File: src/rtl/board_cursor_input.sv
// Player-input front end for tic-tac-toe: debounced buttons, 3x3 wrap-around cursor and a
// one-hot click vector to the game FSM that is refused on occupied cells.
//
// state   | meaning
// IDLE    | waiting for a select press; cuadro = 0
// HOLD    | cuadro = one-hot(sel) until the hold timer expires or sel becomes occupied
// RELEASE | click dropped; waiting for debounced select to go low
module board_cursor_input #(
    parameter int DEBOUNCE_CYCLES = 1000000,
    parameter int HOLD_CYCLES     = 16
) (
    input  logic       clk_100MHz,
    input  logic       reset,
    input  logic       btn_up,
    input  logic       btn_down,
    input  logic       btn_left,
    input  logic       btn_right,
    input  logic       btn_select,
    input  logic [8:0] x,
    input  logic [8:0] o,
    output logic [8:0] cuadro,
    output logic [8:0] cursor,
    output logic [1:0] cursor_row,
    output logic [1:0] cursor_col,
    output logic       reject
);

    localparam int DW = $clog2(DEBOUNCE_CYCLES + 1);
    localparam int HW = $clog2(HOLD_CYCLES + 1);

    localparam int B_UP    = 0;
    localparam int B_DOWN  = 1;
    localparam int B_LEFT  = 2;
    localparam int B_RIGHT = 3;
    localparam int B_SEL   = 4;

    typedef enum logic [1:0] {
        IDLE    = 2'd0,
        HOLD    = 2'd1,
        RELEASE = 2'd2
    } state_t;

    function automatic logic [8:0] onehot9(input logic [3:0] idx);
        return 9'(1) << idx;
    endfunction

    logic [4:0]    btn_raw;
    logic [4:0]    sync1_q, sync2_q;
    logic [4:0]    db_q, db_d, db_prev_q;
    logic [4:0]    press;
    logic [DW-1:0] cnt_q [5];
    logic [DW-1:0] cnt_d [5];

    assign btn_raw = {btn_select, btn_right, btn_left, btn_down, btn_up};

    // Counter tracks consecutive cycles of disagreement; any agreement clears it.
    always_comb begin
        db_d = db_q;
        for (int i = 0; i < 5; i++) begin
            cnt_d[i] = '0;
            if (sync2_q[i] != db_q[i]) begin
                if (cnt_q[i] == DW'(DEBOUNCE_CYCLES - 1)) begin
                    db_d[i] = sync2_q[i];
                end else begin
                    cnt_d[i] = cnt_q[i] + DW'(1);
                end
            end
        end
    end

    always_ff @(posedge clk_100MHz or negedge reset) begin
        if (!reset) begin
            sync1_q   <= '0;
            sync2_q   <= '0;
            db_q      <= '0;
            db_prev_q <= '0;
            for (int i = 0; i < 5; i++) begin
                cnt_q[i] <= '0;
            end
        end else begin
            sync1_q   <= btn_raw;
            sync2_q   <= sync1_q;
            db_q      <= db_d;
            db_prev_q <= db_q;
            for (int i = 0; i < 5; i++) begin
                cnt_q[i] <= cnt_d[i];
            end
        end
    end

    assign press = db_q & ~db_prev_q;

    logic [1:0] row_q, col_q, row_d, col_d;
    logic [8:0] cursor_q;
    logic [3:0] idx_cur, idx_nxt;
    logic [8:0] occ;

    always_comb begin
        row_d = row_q;
        col_d = col_q;
        if (press[B_UP] && !press[B_DOWN]) begin
            row_d = (row_q == 2'd0) ? 2'd2 : row_q - 2'd1;
        end else if (press[B_DOWN] && !press[B_UP]) begin
            row_d = (row_q == 2'd2) ? 2'd0 : row_q + 2'd1;
        end
        if (press[B_LEFT] && !press[B_RIGHT]) begin
            col_d = (col_q == 2'd0) ? 2'd2 : col_q - 2'd1;
        end else if (press[B_RIGHT] && !press[B_LEFT]) begin
            col_d = (col_q == 2'd2) ? 2'd0 : col_q + 2'd1;
        end
    end

    assign idx_cur = {2'b00, row_q} * 4'd3 + {2'b00, col_q};
    assign idx_nxt = {2'b00, row_d} * 4'd3 + {2'b00, col_d};
    assign occ     = x | o;

    always_ff @(posedge clk_100MHz or negedge reset) begin
        if (!reset) begin
            row_q    <= 2'd1;
            col_q    <= 2'd1;
            cursor_q <= 9'b000010000;
        end else begin
            row_q    <= row_d;
            col_q    <= col_d;
            cursor_q <= onehot9(idx_nxt);
        end
    end

    state_t        state_q;
    logic [3:0]    sel_q;
    logic [HW-1:0] hold_q;
    logic [8:0]    cuadro_q;
    logic          reject_q;

    // Select uses the pre-move index so a simultaneous move never retargets the click.
    always_ff @(posedge clk_100MHz or negedge reset) begin
        if (!reset) begin
            state_q  <= IDLE;
            sel_q    <= '0;
            hold_q   <= '0;
            cuadro_q <= '0;
            reject_q <= 1'b0;
        end else begin
            reject_q <= 1'b0;
            case (state_q)
                IDLE: begin
                    if (press[B_SEL]) begin
                        if (occ[idx_cur]) begin
                            reject_q <= 1'b1;
                        end else begin
                            sel_q    <= idx_cur;
                            cuadro_q <= onehot9(idx_cur);
                            hold_q   <= HW'(HOLD_CYCLES - 1);
                            state_q  <= HOLD;
                        end
                    end
                end
                HOLD: begin
                    if (hold_q == '0 || occ[sel_q]) begin
                        cuadro_q <= '0;
                        state_q  <= RELEASE;
                    end else begin
                        hold_q <= hold_q - HW'(1);
                    end
                end
                RELEASE: begin
                    if (!db_q[B_SEL]) begin
                        state_q <= IDLE;
                    end
                end
                default: begin
                    cuadro_q <= '0;
                    state_q  <= IDLE;
                end
            endcase
        end
    end

    assign cuadro     = cuadro_q;
    assign reject     = reject_q;
    assign cursor     = cursor_q;
    assign cursor_row = row_q;
    assign cursor_col = col_q;

endmodule

File: config.mk
export PLATFORM = sky130hd
export DESIGN_NAME = board_cursor_input
export DESIGN_NICKNAME = d
export VERILOG_FILES = /design/src/rtl/board_cursor_input.sv
export SDC_FILE = /design/constraint.sdc
export NUM_CORES = 1
export LEC_CHECK = 0
export BUFFER_PORTS_ARGS = -buffer_cell sky130_fd_sc_hd__buf_2
export CAP_MARGIN = 15
export CORE_MARGIN = 2
export CORE_UTILIZATION = 55
export DETAILED_ROUTE_END_ITERATION = 10
export GPL_ROUTABILITY_DRIVEN = 0
export PLACE_DENSITY = 0.76
export REMOVE_ABC_BUFFERS = 1
export SYNTH_ARGS = -nofsm -noshare
export SYNTH_HDL_FRONTEND = slang
export SYNTH_SLANG_ARGS = --single-unit
File: constraint.sdc
create_clock -name clk_100MHz -period 3.1 [get_ports clk_100MHz]
set_input_delay 0.155 -clock clk_100MHz [delete_from_list [all_inputs] [get_ports clk_100MHz]]
set_output_delay 0.155 -clock clk_100MHz [all_outputs]
set_load 0.005 [all_outputs]
==> results of run 1 <==
[power groups by stage]
stage | registers, uW | clock network (uW) | logic, uW
after global placement | 2090 | 0 | 127
after floorplan | 2090 | 0 | 54.1
after CTS | 2050 | 2170 | 142
after detailed placement | 2090 | 0 | 132
after global routing | 2060 | 2250 | 160
final | 2050 | 2130 | 140
[kinds of logic after synthesis]
group | share of synthesized area (%)
mux | 3.06
xor+xnor | 11.0
simple gates | 22.8
flops | 52.8
fa+ha+maj | 4.00
buf+inv | 2.50
compound gates | 3.87
[cell usage in the layout, fill, tap and decap left out, types with 4 or more instances in the layout]
cell	netlist	routed
nor4_1	11	10
and3_1	15	15
xor2_1	50	50
nand2b_1	11	9
nand2_1	45	44
nor3_1	21	17
inv_1	28	24
mux2_4	4	5
nor2_1	138	137
o2bb2ai_1	8	7
buf_2	4	46
ha_1	17	13
buf_4	2	17
or2_2	5	5
nand3_1	45	45
or3_1	9	8
o21ai_0	11	7
dlygate4sd3_1	0	6
mux2_2	7	6
o21ai_1	0	4
mux2i_1	4	4
a21oi_1	6	6
clkbuf_16	0	17
dfrtp_1	151	151
a31oi_1	5	5
nand4_1	9	9
inv_2	0	4
and4_1	4	4
nor4b_1	9	7
nor3_2	1	4
xnor2_1	42	42
[metrics by stage]
step                setup slack (ns)  instances
floorplan                    -0.0874        695
global placement             -0.0784        935
detailed placement            -0.345        935
CTS                         -0.00579        971
global route                 -0.0124        974
finish                        0.0466        974
[cells in the mapped netlist, types with 5 or more instances]
library cell / count
a21oi_1: 6
a31oi_1: 5
and3_1: 15
dfrtp_1: 151
ha_1: 17
inv_1: 28
mux2_2: 7
nand2_1: 45
nand2b_1: 11
nand3_1: 45
nand4_1: 9
nor2_1: 138
nor3_1: 21
nor4_1: 11
nor4b_1: 9
o21ai_0: 11
o2bb2ai_1: 8
or2_2: 5
or3_1: 9
xnor2_1: 42
xor2_1: 50
[worst max-delay path: stages, from the launching register on]
cell	delay (ns)
dfstp_2	0.54
inv_2	0.05
fa_1	0.50
inv_2	0.05
ha_4	0.15
fa_2	0.58
nor2_2	0.06
a32o_2	0.26
or3_4	0.39
nor2b_4	0.16
inv_4	0.10
a31oi_1	0.09
[layer usage]
| layer | up-vias | track usage (%) | share of wire (%) |
|---|---|---|---|
| met3 | 24 | 4.26 | 4.0 |
| met2 | 136 | 34.6 | 49 |
| li1 | 2544 | - | - |
| met5 | - | 0 | 0 |
| met4 | 0 | 8.75 | 1.8 |
| met1 | 2651 | 28.1 | 45 |
[layout make-up]
cell class              count  area [sq um]  area share (%)
flip-flops and latches    154          3860            44.5
multi-input cells         512          3420            39.5
clock buffers              21           470            5.42
repair buffers             72           452            5.21
well taps                 176           220            2.54
clock inverters            10           141            1.63
inverters                  29           111            1.28
[sequential cells by signal, summed over array words and instances, names as in the netlist]
register / cells
cursor_row: 2
reject: 1
db_q: 5
cursor: 9
cnt_q: 100
db_prev_q: 5
sync1_q: 5
sync2_q: 5
hold_q: 5
cuadro: 9
state_q: 2
sel_q: 4
cursor_col: 2
[worst max path at each step]
| stage | start | to | slack, ns | depth (start not counted) |
|---|---|---|---|---|
| 2_1_floorplan | cursor_row[0] | hold_q[4] | -0.09 | 11 |
| 3_3_place_gp | cursor_row[0] | hold_q[3] | -0.08 | 11 |
| 3_5_place_dp | cursor_row[0] | hold_q[2] | -0.35 | 11 |
| 4_1_cts | cursor_row[0] | hold_q[4] | -0.006 | 11 |
| 5_1_grt | cursor_row[0] | cursor[8] | -0.01 | 14 |
| 6_report | cursor_row[0] | hold_q[4] | 0.05 | 11 |
[timing repair]
item	CTS	global route
pin swaps	3	6
gates resized for setup	14	22
hold endpoints to repair	78	0
hold buffers	6	0
setup buffers	0	4
endpoints found under the setup margin	19	26
==> run_results.csv, run 1 <==
group,metric,value,unit
drt,final_antenna_net_count,0,
placement,port_buffers,47,
worst_setup_path,path_max_fanout,5,
yosys,ys_warn_count,0,
cts,clkTransAtPathRegs,0.06,ns
global_route,antenna_found_initial,0,
drt,via_count,5355,
pwr,clkPwrFrac,49.3,%
yosys,synth_ff_type,"dfrtp_1",
drt,wl_per_cell,15.0,um
layout,final_cell_area,0.00868,sq mm
global_route,grt_pass1_wl,24200,um
cts,clock_latency,0.42,ns
placement,place_area,0.00783,sq mm
global_route,first_global_vias,5245,
yosys,synth_edf_count,0,
sta,finalSetupViolCount,0,
yosys,ys_types,56,
cts,cts.sinks,154,
pwr,p_sw,917,uW
drt,viasPerCell,5.50,
yosys,synth_top_cell_area_share,51.7,%
drt,wl,14600,um
cts,cts_tree,"built",
worst_setup_path,startpoint_type,"flop",
sta,max_freq,0.328,GHz
sta,hold_viol,0,
layout,nFillCells,978,
sta,period_minus_slack,3.05,ns
yosys,ys_async_sr_fraction,100,%
yosys,ys_seq_elements,154,
floorplan,die_y,119,um
sta,period_share,98.5,%
worst_setup_path,r2r-start,"cursor_row[0]",
sta,grt_setup_unrepaired,"yes",
cts,numCtsBuffers,17,
sta,tns,0,ns
floorplan,io_pins,48,
worst_setup_path,arrival,3.35,ns
yosys,synth_largest_area_cell,"dfrtp_1",
pwr,power.density,499,mW/mm^2
global_route,overflow,0,
pwr,finalPower,4330,uW
pwr,pwr-share-seq,47.5,%
floorplan,initial_core_util,55.7,%
worst_hold_path,min_path_type,"primary input to async pin",
floorplan,fp.coreArea,0.0131,sq mm
cts,clockBufferDepth,2,
yosys,netlist_instances,707,
cts,cts_root_buffer,"clkbuf_16",
yosys,yosys-top-cells-area,"dfrtp_1 (52%), nor2_1 (7.1%), xor2_1 (6.0%), xnor2_1 (5.0%), nand3_1 (3.1%)",
pwr,combPwrFrac,3.2,%
pwr,ir_drop,0.361,mV
job,maxCapViolCount,0,
layout,finalCoreUtilization,66.0,%
drt,dr.pass1.iters,5,
yosys,netlist_area,0.00731,sq mm
yosys,ys_seq_area_share,52.8,%
global_route,grt_max_degree,78,
worst_setup_path,rrSetupSlack,0.05,ns
sta,maxSlewHeadroom,46.7,%
worst_setup_path,r2r_end,"hold_q[4]",
floorplan,rows,42,
sta,finalHoldWorstSlack,0.335,ns
sta,tightest_slew,0.792,ns
floorplan,die_w,119,um
layout,antennaDiodeCount,0,
sta,fin_skew,0.00573,ns
drt,drcViolationCount,0,
pwr,power.leakage,0.00388,uW
yosys,synth_area_per_cell,10.3,sq um
cts,cts_max_level,4,
outcome,status,"completed",
worst_setup_path,worstSetupPathType,"flop to flop",
pwr,swShare,21.2,%
layout,fin_nets,832,
placement,hpwl,9630,um
worst_setup_path,worstPathRequired,3.39,ns
worst_setup_path,cp-end-kind,"flop",
drt,drtIter0Drc,422,
floorplan,dieArea,0.0142,sq mm
worst_setup_path,rr_worst_depth,11,
sta,slew_violations,0,
global_route,grt_usage,21.2,%
layout,drive_gt1_share,18.7,%
layout,area_growth_syn_to_layout,18.7,%
pwr,p_int,3410,uW
No activity file was read; power rests on OpenSTA's default activity.
==> run 2: changes to the inputs <==
==> constraint.sdc (replaced) <==
create_clock -name clk_100MHz -period 2.7 [get_ports clk_100MHz]
set_input_delay 0.135 -clock clk_100MHz [delete_from_list [all_inputs] [get_ports clk_100MHz]]
set_output_delay 0.135 -clock clk_100MHz [all_outputs]
set_load 0.005 [all_outputs]
==> run 2 against run 1 <==
Effect of this change:
- sequential power is 15% higher
- worst hold slack worse by 0.054 ns
- the flow now finishes with violations (setup timing)
- final area is 2.1% higher
- flip-flop and latch count stayed put
- die area stayed put
- first-iteration DRC count is 16% lower
- cell count is 1.7% higher
- sequential share of layout area is 0.92 points lower
- wire length is 3.7% lower
- total power is 16% higher
==> run_results.csv, run 2 (synthesis results as in run 1) <==
group,metric,value,unit
layout,area_growth_syn_to_layout,21.2,%
pwr,power.leakage,0.00397,uW
placement,port_buffers,47,
cts,clock_latency,0.43,ns
global_route,grt_max_degree,76,
pwr,power.density,565,mW/mm^2
sta,slew_violations,0,
placement,dp_cells,948,
worst_setup_path,r2r_end,"hold_q[4]",
sta,setup_slack,-0.378,ns
pwr,finalPower,5000,uW
placement,post-place-ws,-0.577,ns
sta,finalHoldWorstSlack,0.281,ns
sta,max_freq,0.325,GHz
global_route,antenna_found_initial,0,
cts,numCtsBuffers,17,
layout,instances_no_fill,991,
cts,cts_root_buffer,"clkbuf_16",
sta,tightest_slew,0.800,ns
worst_setup_path,crit_chain,"inv_2, fa_1, inv_2, ha_4, fa_2, nor2_1, a32o_2, or3_4, nor2b_4, inv_4, a31oi_1",
sta,grt_setup_unrepaired,"yes",
cts,cts_tree,"built",
drt,final_antenna_net_count,0,
worst_setup_path,slowest_delay,0.59,ns
worst_setup_path,cp_num_buf_inv,3,
sta,period_minus_slack,3.08,ns
cts,cts_max_level,4,
layout,largest_reg_flops,100,
sta,period_share,114,%
outcome,violations,"setup timing",
floorplan,fp.coreArea,0.0131,sq mm
layout,final_cell_mix,"dfrtp_1 (151), nor2_1 (134), xor2_1 (50), buf_2 (46), nand3_1 (45)",
sta,finalSetupViolCount,28,
worst_setup_path,worstSetupPathType,"flop to flop",
sta,fin_skew,0.00768,ns
drt,dr.pass1.iters,4,
worst_setup_path,rrSetupSlack,-0.38,ns
worst_setup_path,crit_slowest_cell,"fa_2",
worst_setup_path,arrival,3.38,ns
drt,wl,14100,um
layout,top_register,"cnt_q",
layout,antennaDiodeCount,0,
global_route,grt_usage,21.0,%
cts,clockBufferDepth,2,
outcome,status,"complete, but fails checks",
floorplan,initial_core_util,55.7,%
cts,cts.sinks,154,
floorplan,rows,42,
worst_setup_path,cp_top_family,"adder cells",
floorplan,dieArea,0.0142,sq mm
drt,via_count,5360,
floorplan,die_y,119,um
worst_setup_path,worstPathRequired,3.00,ns
job,maxCapViolCount,0,
worst_setup_path,rr_worst_depth,11,
floorplan,die_w,119,um
layout,fin_nets,848,
layout,layout_commonest_cell,"dfrtp_1",
global_route,overflow,0,
global_route,first_global_vias,5346,
layout,finalCoreUtilization,67.4,%
worst_setup_path,path_max_fanout,5,
worst_setup_path,r2r-start,"cursor_row[0]",
floorplan,io_pins,48,
drt,drcViolationCount,0,
drt,wl_per_cell,14.2,um
drt,viasPerCell,5.41,
worst_setup_path,cp-end-kind,"flop",
sta,maxSlewHeadroom,46.2,%
layout,drive_gt1_share,20.9,%
cts,clkTransAtPathRegs,0.06,ns
drt,drtIter0Drc,353,
global_route,grt_pass1_wl,24100,um
sta,hold_viol,0,
worst_setup_path,cpMostUsedCell,"inv_2",
placement,hpwl,9300,um
pwr,ir_drop,0.409,mV
worst_setup_path,startpoint_type,"flop",
worst_hold_path,min_path_type,"primary input to async pin",
run 2: cell count changes in the layout (fill, tap and decap cells not counted), sizes merged:
cell and delta:
buf +16, clkbuf -3, clkinvlp +2, bufinv +1
inv +1
run 2: how the worst max path moves through the flow:
stage	cells after the start	startpoint	to	slack (ns)
after floorplan	11	cursor_row[0]	hold_q[4]	-0.49
after global placement	11	cursor_row[0]	hold_q[4]	-0.47
after detailed placement	11	cursor_row[0]	hold_q[4]	-0.58
after CTS	13	cursor_row[0]	cuadro[8]	-0.37
after global routing	13	cursor_row[0]	cuadro[8]	-0.48
final	11	cursor_row[0]	hold_q[4]	-0.38
run 2: cell type report:
class / instances / area (sq um)
inverters: 29 / 111
multi-input cells: 512 / 3450
clock buffers: 18 / 429
fillers: 955 / 4280
clock inverters: 14 / 195
repair buffers: 88 / 599
well taps: 176 / 220
flip-flops and latches: 154 / 3860
run 2: per-layer routing:
| metal | share of wire, % | track usage (%) | wire, um |
|---|---|---|---|
| met4 | 2.0 | 8.90 | 282 |
| met1 | 45 | 26.8 | 6300 |
| met3 | 4.1 | 4.89 | 580 |
| met5 | 0 | 0 | 0 |
| met2 | 49 | 34.6 | 6900 |
run 2: metrics by stage:
stage          TNS [ns]  area (sq um)
2_1_floorplan     -8.55          7240
3_3_place_gp      -9.52          7940
3_5_place_dp     -12.52          7940
4_1_cts           -8.38          8810
5_1_grt          -11.55          8860
6_report          -8.29          8860
run 2: power breakdown:
group,switching [uW],internal [uW]
combinational,105,57.6
sequential,22.1,2340
clock,934,1550
total,1060,3940
run 2: timing repair:
action                     CTS  global route
hold buffers                 6             0
setup endpoints to repair   29            29
pin swaps                   11            11
buffers inserted             6             1
gates resized for setup     33            13
hold endpoints to repair    76             0
gates cloned                 0             0
